`config.mk`:
```
export PLATFORM = sky130hd
export DESIGN_NAME = req_encoder
export DESIGN_NICKNAME = d
export VERILOG_FILES = /design/src/rtl/req_encoder_pkg.sv /design/src/rtl/req_pick.sv /design/src/rtl/req_encoder.sv
export SDC_FILE = /design/constraint.sdc
export NUM_CORES = 1
export LEC_CHECK = 0
export CORE_AREA = 2 2 39 41
export CTS_CLUSTER_SIZE = 8
export DETAILED_ROUTE_END_ITERATION = 16
export DIE_AREA = 0 0 41 43
export DONT_BUFFER_PORTS = 1
export GPL_ROUTABILITY_DRIVEN = 0
export PLACE_DENSITY_LB_ADDON = 0.1
export SLEW_MARGIN = 10
export SYNTH_ARGS = -nofsm -noshare
export SYNTH_HDL_FRONTEND = slang
export SYNTH_SLANG_ARGS = --single-unit
```
`constraint.sdc`:
```
create_clock -name clk -period 4.49 [get_ports clk]
set_input_delay 0.898 -clock clk [delete_from_list [all_inputs] [get_ports clk]]
set_output_delay 0.898 -clock clk [all_outputs]
set_load 0.05 [all_outputs]
```
`src/rtl/req_encoder_pkg.sv`:
```
// Shared constants and helpers for the request encoder (selection modes, index width).
package req_encoder_pkg;

  localparam int MODE_FIXED = 0;
  localparam int MODE_RR    = 1;

  function automatic int idx_w(input int n);
    return (n > 2) ? $clog2(n) : 1;
  endfunction

endpackage

```
`src/rtl/req_pick.sv`:
```
// Combinational selector: lowest set index (fixed) or first set index after ptr (round-robin).
module req_pick
  import req_encoder_pkg::*;
#(
  parameter int N    = 8,
  parameter int MODE = MODE_FIXED,
  localparam int W   = idx_w(N)
) (
  input  logic [N-1:0] cand,
  input  logic [W-1:0] ptr,
  output logic         any,
  output logic [W-1:0] idx
);

  logic [N-1:0] rot;
  int           sh;
  int           pos;

  always_comb begin
    sh = 0;
    if (MODE == MODE_RR) sh = (int'(ptr) + 1) % N;
    // Rotate so the search origin lands on bit 0, encode, then rotate the index back.
    rot = (cand >> sh) | (cand << (N - sh));
    pos = 0;
    for (int i = N - 1; i >= 0; i--) begin
      if (rot[i]) pos = i;
    end
    idx = W'((pos + sh) % N);
    any = |cand;
  end

endmodule

```
`src/rtl/req_encoder.sv`:
```
// Registered multi-request encoder with valid/ready output slot.
// Build option: REQ_ENCODER_BYPASS_EN lets a request arriving on a free slot issue one edge earlier.
module req_encoder
  import req_encoder_pkg::*;
#(
  parameter int N    = 8,
  parameter int MODE = MODE_FIXED,
  localparam int W   = idx_w(N)
) (
  input  logic         clk,
  input  logic         rst_n,
  input  logic         enable,
  input  logic [N-1:0] in,
  output logic [W-1:0] out,
  output logic         out_valid,
  input  logic         out_ready,
  output logic [N-1:0] pending
);

  logic [N-1:0] pending_p0;
  logic [N-1:0] set_vec;
  logic [N-1:0] clr_vec;
  logic [N-1:0] keep_vec;
  logic [N-1:0] cand;
  logic [N-1:0] onehot;
  logic [W-1:0] out_p1;
  logic [W-1:0] ptr_p1;
  logic [W-1:0] pick_idx;
  logic         vld_p1;
  logic         pick_any;
  logic         load;

  always_comb begin
    set_vec = enable ? in : '0;
`ifdef REQ_ENCODER_BYPASS_EN
    cand = pending_p0 | set_vec;
`else
    cand = pending_p0;
`endif
    load    = !vld_p1 || out_ready;
    onehot  = {{(N-1){1'b0}}, 1'b1} << pick_idx;
    clr_vec = (load && pick_any) ? onehot : '0;
`ifdef REQ_ENCODER_BYPASS_EN
    // A bit issued straight from the input is consumed, not also parked in pending.
    keep_vec = set_vec & ~(clr_vec & ~pending_p0);
`else
    keep_vec = set_vec;
`endif
  end

  req_pick #(
    .N    (N),
    .MODE (MODE)
  ) u_pick (
    .cand (cand),
    .ptr  (ptr_p1),
    .any  (pick_any),
    .idx  (pick_idx)
  );

  // p0: pending capture / p1: issued slot and round-robin pointer
  always_ff @(posedge clk or negedge rst_n) begin
    if (!rst_n) begin
      pending_p0 <= '0;
      out_p1     <= '0;
      vld_p1     <= 1'b0;
      ptr_p1     <= W'(N - 1);
    end else begin
      pending_p0 <= (pending_p0 & ~clr_vec) | keep_vec;
      if (load) begin
        vld_p1 <= pick_any;
        if (pick_any) begin
          out_p1 <= pick_idx;
          ptr_p1 <= pick_idx;
        end
      end
    end
  end

  assign out       = out_p1;
  assign out_valid = vld_p1;
  assign pending   = pending_p0;

endmodule

```
# --- Yosys cells after proc, flatten, opt, wreduce, memory -nomap -nowiden ---
# Index checks and enable logic that the tools add are counted.
word_totals:
  reg_bits: 12
  inputBits: 12
  output_inout_bits: 12
  wordCells: 22
classes:
  shifts: 1
  mux: 10
  bitwise: 3
  reduce_logical: 5
op_table:
  columns: ["cell", "count"]
  rows:
  - ["3-bit two-way mux", 8]
  - ["8-bit two-way mux", 2]
  - ["8-bit bitwise AND", 1]
  - ["8-bit NOT", 1]
  - ["8-bit bitwise OR", 1]
  - ["8-bit OR reduction", 1]
  - ["1-bit by 3-bit << shifter with 8-bit output (first input constant)", 1]
  - ["2-bit AND reduction", 1]
  - ["1-bit logical AND", 1]
  - ["1-bit zero test", 1]
  - ["1-bit logical OR", 1]

# --- Depth between registers and ports, before layout ---
# Gate-level depths: netlist (run 1).
depth:
  depth_word: 13
  depth_mapped: 4

# --- By module ---
# Synthesis (run 1) repeated with hierarchy kept, for this count alone.
hier_totals:
  hier_cells: 64
  area_unflattened_um2: 742.0
by_module_without_submodules:
  columns: ["module", "instances", "cells_per_inst", "area_each_um2", "seq_area_each_um2"]
  rows:
  - ["req_encoder", 1, 51, 660.6, 379.1]
  - ["req_pick", 1, 13, 81.3, 0.0]

# --- Worst setup path before layout (run 1) ---
# No wires, ideal clock.
synth_timing:
  kind: "register to register"
  start: "register pending_p0[3] (netlist: pending[3])"
  end: "register out_p1[1] (netlist: out[1])"
  arrival_ns: 1.657
  path_slack_ns: 2.715
  path_stages_with_launch: 5
  path_buffers: 0
  synth_period_minus_slack_ns: 1.775
  path_cell_list: "dfrtp_1 -> or4_4 -> o21ai_2 -> a2111oi_0 -> a21o_1"
synth_between:
  elab_chain_len: 4
synth_rtl:
  columns: ["element", "line_no", "source"]
  rows:
  - ["start: declaration", "req_encoder.sv:20", "logic [N-1:0] pending_p0;"]
  - ["start signal: assignment", "req_encoder.sv:69", "pending_p0 <= (pending_p0 & ~clr_vec) | keep_vec;"]
  - ["3-bit two-way mux (4 in a row)", "req_pick.sv:26", "if (rot[i]) pos = i;"]
  - ["end signal: assignment", "req_encoder.sv:73", "out_p1 <= pick_idx;"]
  - ["end: declaration", "req_encoder.sv:26", "logic [W-1:0] out_p1;"]
# Several ways; a longest one is shown, not always the timed one.
# A chain may end at the register's enable or synchronous reset.

# --- Worst setup path in the final report (run 1) ---
layout_timing:
  start: "register pending_p0[0] (netlist: pending[0])"
  end: "output port pending[0]"
layout_lines:
  columns: ["element", "line_no", "source"]
  rows:
  - ["end: declaration", "req_encoder.sv:17", "output logic [N-1:0] pending"]
# No word-level cell between the ends.

==> metrics.cfg, run 1 <==
[layout]
area_growth_pct = 7.08
multi_input_comb_area_um2 = 240
final_util = 0.424
final_nets = 69
diodes = 0
design_area_um2 = 587
nFillCells = 140
seq_area_um2 = 300
layout-drive-gt1-share = 0.127

[drt]
via_count = 405
antenna_left = 0
drtPass1Iterations = 2
drtIter0Drc = 5
drc = 0
wl_per_cell_um = 16.0
routed_wl_um = 1140
viasPerCell = 5.70

[critical_path]
end_kind = primary output
cp.arrival_ns = 1.04
crit_required_ns = 3.59
critPathLaunchType = flop
timing_worst_setup_path_type = flop to primary output
cp_max_fo = 8

[job]
drv_cap = 0

[timing]
setup_viol = 0
grt_setup_unrepaired = no
finalHoldViolations = 0
worst_slew_pin_slew_ns = 0.662
skew_ns = 0.00293
period_share = 0.431
slew_viol_final = 0
period_needed_ns = 1.93
relSlewSlack = 0.559
fin_tns_setup_ns = 0
max_freq_mhz = 517

[synth]
seq_area_frac_synth = 0.548
ys_warn_count = 0
syn_area_per_cell_um2 = 10.3
ys_ff_latch = 12
yosysUniqueCellTypes = 22
synth.net_count = 65
syn_inst = 53
syn_area_um2 = 548

[floorplan]
row_count = 14
die_h_um = 43
die_x_um = 41
die-area_um2 = 1760
core-area_um2 = 1380
initial_utilization = 0.396
pin_count = 24

[power_and_ir_drop]
peakVddDrop_mv = 0.157
p_comb_frac = 0.077
power.leakage_nw = 0.234
p_clk_frac = 0.262
swShare = 0.353
powerDensity_nw_per_um2 = 411
seq_power_share = 0.661
p_int_uw = 156
p_sw_uw = 84.9

[clocking]
cts-resized-gates = 0
insertion_delay_ns = 0.26
cts_buffer_depth = 2
post_cts_buffers = 0
cts.htree.levels = 1
clkTransAtPathRegs_ns = 0.07
cts_buffers = 3
cts_tree = done
cts_root_buf = clkbuf_4
cts_sinks = 12
cts_hold_buf = 0

[placement]
portBuffers = 0
dp_hpwl_um = 886
placed_cell_area_um2 = 564

[global_route]
grt_pass1_vias = 430
grt_pass1_wl_um = 1830
grt_max_degree = 13
antenna_found_initial = 0
grtUsageTotal = 0.156
grt_overflow_total = 0

[worst_hold_path]
min_path_type = input pin to async pin

[status]
status = finished, final reports clean

[state kept, by name, summed over array words and instances (netlist names)]
register,count
pending,8
out,3
out_valid,1
[cell usage after synthesis]
library cell | count | share of area
dfrtp_1 | 12 | 0.55
o21ai_0 | 3 | 0.027
or4_1 | 1 | 0.014
a2111oi_0 | 1 | 0.016
nand2b_1 | 2 | 0.023
nand2_1 | 9 | 0.062
inv_1 | 1 | 0.0068
a221oi_2 | 1 | 0.027
nor4_1 | 1 | 0.011
nand3_1 | 1 | 0.0091
a22o_1 | 4 | 0.064
o21ai_2 | 1 | 0.016
nor2_1 | 4 | 0.027
nor2_2 | 1 | 0.011
or4_4 | 1 | 0.021
clkbuf_1 | 1 | 0.0068
nand3b_1 | 1 | 0.014
a21oi_1 | 2 | 0.018
a21o_1 | 1 | 0.014
or3_1 | 1 | 0.011
o31ai_1 | 3 | 0.041
nor2b_1 | 1 | 0.011
[metal layers]
| metal | up-vias | global-route usage | wire (um) |
|---|---|---|---|
| met4 | 0 | 0.0800 | 0 |
| met2 | 17 | 0.234 | 582 |
| met3 | 0 | 0.0576 | 109 |
| met5 | - | 0 | 0 |
| li1 | 203 | - | - |
| met1 | 185 | 0.187 | 447 |
[cell families after synthesis]
group           count (synthesis)  share of synthesized area
compound gates                 16                      0.224
flops                          12                      0.548
simple gates                   23                      0.215
buf+inv                         2                     0.0137
[final cells by class]
cell class,instances,area share
multi-input cells,39,0.409
clock buffers,3,0.0384
flip-flops and latches,12,0.512
well taps,16,0.0341
inverters,1,0.00640
[power groups by stage]
stage | registers (mW) | clock network (mW) | logic (mW)
global route | 0.161 | 0.0724 | 0.0218
floorplan | 0.159 | 0 | 0.0169
global placement | 0.161 | 0 | 0.0185
detailed placement | 0.162 | 0 | 0.0191
finish | 0.159 | 0.0630 | 0.0187
CTS | 0.159 | 0.0664 | 0.0192
[final timing paths]
path	startpoint	end	slack (ns)	depth (start not counted)
hold / removal	rst_n	pending[4]	0.32	0
setup reg to reg	pending[2]	out[1]	2.63	4
max in group asynchronous	rst_n	pending[2]	4.10	0
min in group clk	enable	pending[4]	0.74	2
setup / recovery	pending[0]	pending[0]	2.56	0
hold reg to reg	out[0]	out[0]	0.80	2
[cells in the final DEF (no fill, tap or decap)]
master,Yosys,final
nand2b_1,2,2
a21oi_1,2,2
nand2_1,9,9
nand3_1,1,1
o21ai_2,1,1
nor2_1,4,4
or3_1,1,1
o21ai_0,3,3
or4_1,1,1
dfrtp_1,12,12
nand3b_1,1,1
or4_4,1,1
nor4_1,1,1
a21o_1,1,1
a22o_1,4,4
inv_1,1,1
clkbuf_4,0,3
nor2_2,1,1
o31ai_1,3,3
a221oi_2,1,1
a2111oi_0,1,1
nor2b_1,1,1
[stage by stage]
| step | setup WS, ns | power (mW) | instances | hold WS (ns) |
|---|---|---|---|---|
| 3_5_place_dp | 2.62 | 0.181 | 68 | 0.603 |
| 3_3_place_gp | 2.66 | 0.180 | 68 | 0.603 |
| 6_report | 2.56 | 0.241 | 71 | 0.320 |
| 5_1_grt | 2.51 | 0.255 | 71 | 0.298 |
| 2_1_floorplan | 2.72 | 0.175 | 53 | 0.602 |
| 4_1_cts | 2.55 | 0.245 | 71 | 0.311 |
No activity file was read; power rests on OpenSTA's default activity.
==> run 2: changes to the inputs <==
--- a/config.mk
+++ b/config.mk
@@ -5,10 +5,10 @@
 export SDC_FILE = /design/constraint.sdc
 export NUM_CORES = 1
 export LEC_CHECK = 0
-export CORE_AREA = 2 2 39 41
+export ABC_AREA = 1
+export CORE_UTILIZATION = 50
 export CTS_CLUSTER_SIZE = 8
 export DETAILED_ROUTE_END_ITERATION = 16
-export DIE_AREA = 0 0 41 43
 export DONT_BUFFER_PORTS = 1
 export GPL_ROUTABILITY_DRIVEN = 0
 export PLACE_DENSITY_LB_ADDON = 0.1
==> constraint.sdc (replaced) <==
create_clock -name clk -period 1.8 [get_ports clk]
set_input_delay 0.36 -clock clk [delete_from_list [all_inputs] [get_ports clk]]
set_output_delay 0.36 -clock clk [all_outputs]
set_load 0.05 [all_outputs]
==> run 2 against run 1 <==
  * Cell area is 30% higher
  * Highest routed layer is now met4
  * First-iteration DRC count is 20% higher
  * Non-clock buffer count rose by 10
  * Sequential power grew to 2.5 times the previous value
  * Combinational power rose to 18 times the previous value
  * Sequential share of layout area fell by 12 points
  * Clock power grew to 2.6 times the previous value
  * Critical endpoint is now pending[3]
  * Area after synthesis up 18%
  * Power grew to 3.7 times the previous value
  * Critical path type unchanged
==> metrics.cfg, run 2 <==
[power_and_ir_drop]
power_uw = 897
powerDensity_nw_per_um2 = 1180
peakVddDrop_mv = 0.647
power.leakage_nw = 0.389

[critical_path]
timing_worst_setup_path_type = flop to primary output
critPathLaunchType = flop
cpMaxStageDelayCell = dfrtp_1
crit_required_ns = 1.44
r2r_end = pending[4]
r2r_slack_ns = 0.59
r2r_start = pending[3]
reg2reg_depth = 8
path_cells = buf_4
worst-path-buf-inv = 1
cp_top_family = flip-flops
cp_max_fo = 4
max_stage_delay_ns = 0.43
end_kind = primary output
cp.arrival_ns = 0.93

[timing]
max_freq_mhz = 776
setup_viol = 0
period_needed_ns = 1.29
skew_ns = 0.00142
grt_setup_unrepaired = no
fin_tns_setup_ns = 0
setup_ws_ns = 0.512
slew_viol_final = 0
relSlewSlack = 0.629
finalHoldViolations = 0
worst_slew_pin_slew_ns = 0.554
period_share = 0.715

[layout]
multi_input_comb_area_um2 = 288
seq_area_um2 = 300
layout-drive-gt1-share = 0.359
design_area_um2 = 762
area_growth_pct = 17.6
final_common_cell = nand2_1
final_nets = 106
nFillCells = 104
diodes = 0
final_cell_mix = nand2_1, dfrtp_1, buf_4
largest_reg_flops = 8

[drt]
viasPerCell = 5.01
via_count = 531
drtIter0Drc = 6
wl_per_cell_um = 11.6
drc = 0
antenna_left = 0
routed_wl_um = 1230
drtPass1Iterations = 3

[clocking]
cts_sinks = 12
insertion_delay_ns = 0.27
clkTransAtPathRegs_ns = 0.07
cts_buffers = 3
cts_root_buf = clkbuf_4
cts_tree = done
cts.htree.levels = 1
cts_buffer_depth = 2

[synth]
ys_top_cells_by_count = nand2_1, dfrtp_1, inv_1
synth.net_count = 92
synth_ff_type = dfrtp_1
syn_inst = 80
syn_area_per_cell_um2 = 8.10
ys_ff_latch = 12
synth_top_area_frac = 0.463
synthTopCellsByArea = dfrtp_1, nand2_1, nand2_2
synthArstFlopShare = 1.00
yosysUniqueCellTypes = 21
seq_area_frac_synth = 0.463
ys_warn_count = 0
syn_area_um2 = 648
yosysMostFrequentCell = nand2_1
yosysTopAreaCell = dfrtp_1
synth_edf_count = 0

[job]
drv_cap = 0

[floorplan]
core-area_um2 = 1160
row_count = 12
initial_utilization = 0.561
die_x_um = 38.0
die_h_um = 38.0
pin_count = 24
die-area_um2 = 1440

[placement]
placed_cell_area_um2 = 729
dp_hpwl_um = 1000
portBuffers = 0
pre_cts_ws_ns = 0.594

[global_route]
use_met2 = 0.306
antenna_found_initial = 0
grt_pass1_wl_um = 1920
grt_max_degree = 13
busiest_layer = met2
grt_pass1_vias = 473
grt_overflow_total = 0
use_met1 = 0.259
grtUsageMet3 = 0.0523
grtUsageTotal = 0.201

[status]
status = finished, final reports clean

[worst_hold_path]
hold_start = enable
whs_path_depth = 2
min_to = pending[3]
min_path_type = input pin to flop

==> run 2: cell count changes after synthesis, sizes merged, moves of 2 or more <==
cell / delta
inv: +11
a22o: -3
o31ai: -3
nand4: +2
or4: -2
o21ai: +3
nand2b: -2
nand2: +26
==> run 2: cell families (layout without fill, tap and decap cells) <==
logic type	count (synthesis)	in the layout	share of synthesized area
AOI/OAI and AO/OA	9	9	0.0811
buffers and inverters	14	26	0.0927
DFF	12	12	0.463
and+or+nand+nor	45	45	0.363
==> run 2: how the worst max path moves through the flow <==
| stage | startpoint | endpoint | slack, ns | cells past startpoint |
|---|---|---|---|---|
| finish | pending[3] | pending[3] | 0.51 | 1 |
| global route | pending[6] | pending[5] | 0.46 | 10 |
| CTS | pending[3] | pending[3] | 0.50 | 1 |
| detailed placement | pending[3] | pending[4] | 0.59 | 8 |
| global placement | pending[3] | pending[4] | 0.60 | 8 |
| floorplan | pending[6] | pending[4] | 0.35 | 11 |
==> run 2: timing repair <==
| item | 4_1_cts | 5_1_grt |
|---|---|---|
| hold buffers | 1 | 0 |
| buffers inserted | 0 | 0 |
| hold endpoints to repair | 12 | 0 |
| gates resized for setup | 0 | 0 |
==> run 2: per-stage QoR <==
stage	hold slack, ns	cells	util
after floorplan	0.0644	80	-
after CTS	0.195	106	0.659
after detailed placement	0.0647	102	0.631
after global placement	0.0647	102	0.631
final	0.198	106	0.659
after global routing	0.189	106	0.659
==> run 2: area by class of cell <==
type                            instances  area share
Inverter                               13      0.0739
Sequential cell                        12       0.394
Timing Repair Buffer                   10       0.102
Multi-Input combinational cell         54       0.378
Tap cell                               14      0.0230
Clock buffer                            3      0.0296
==> run 2: report_power, final <==
group / internal [mW] / switching [mW] / total, mW
sequential: 0.310 / 0.0873 / 0.398
combinational: 0.0996 / 0.237 / 0.337
clock: 0.0775 / 0.0852 / 0.163
==> run 2: routing by layer <==
metal  up-vias  share of wire
met5         -              0
met4         0          0.022
met3         5          0.054
met2        18           0.46
met1       238           0.47
li1        270              -
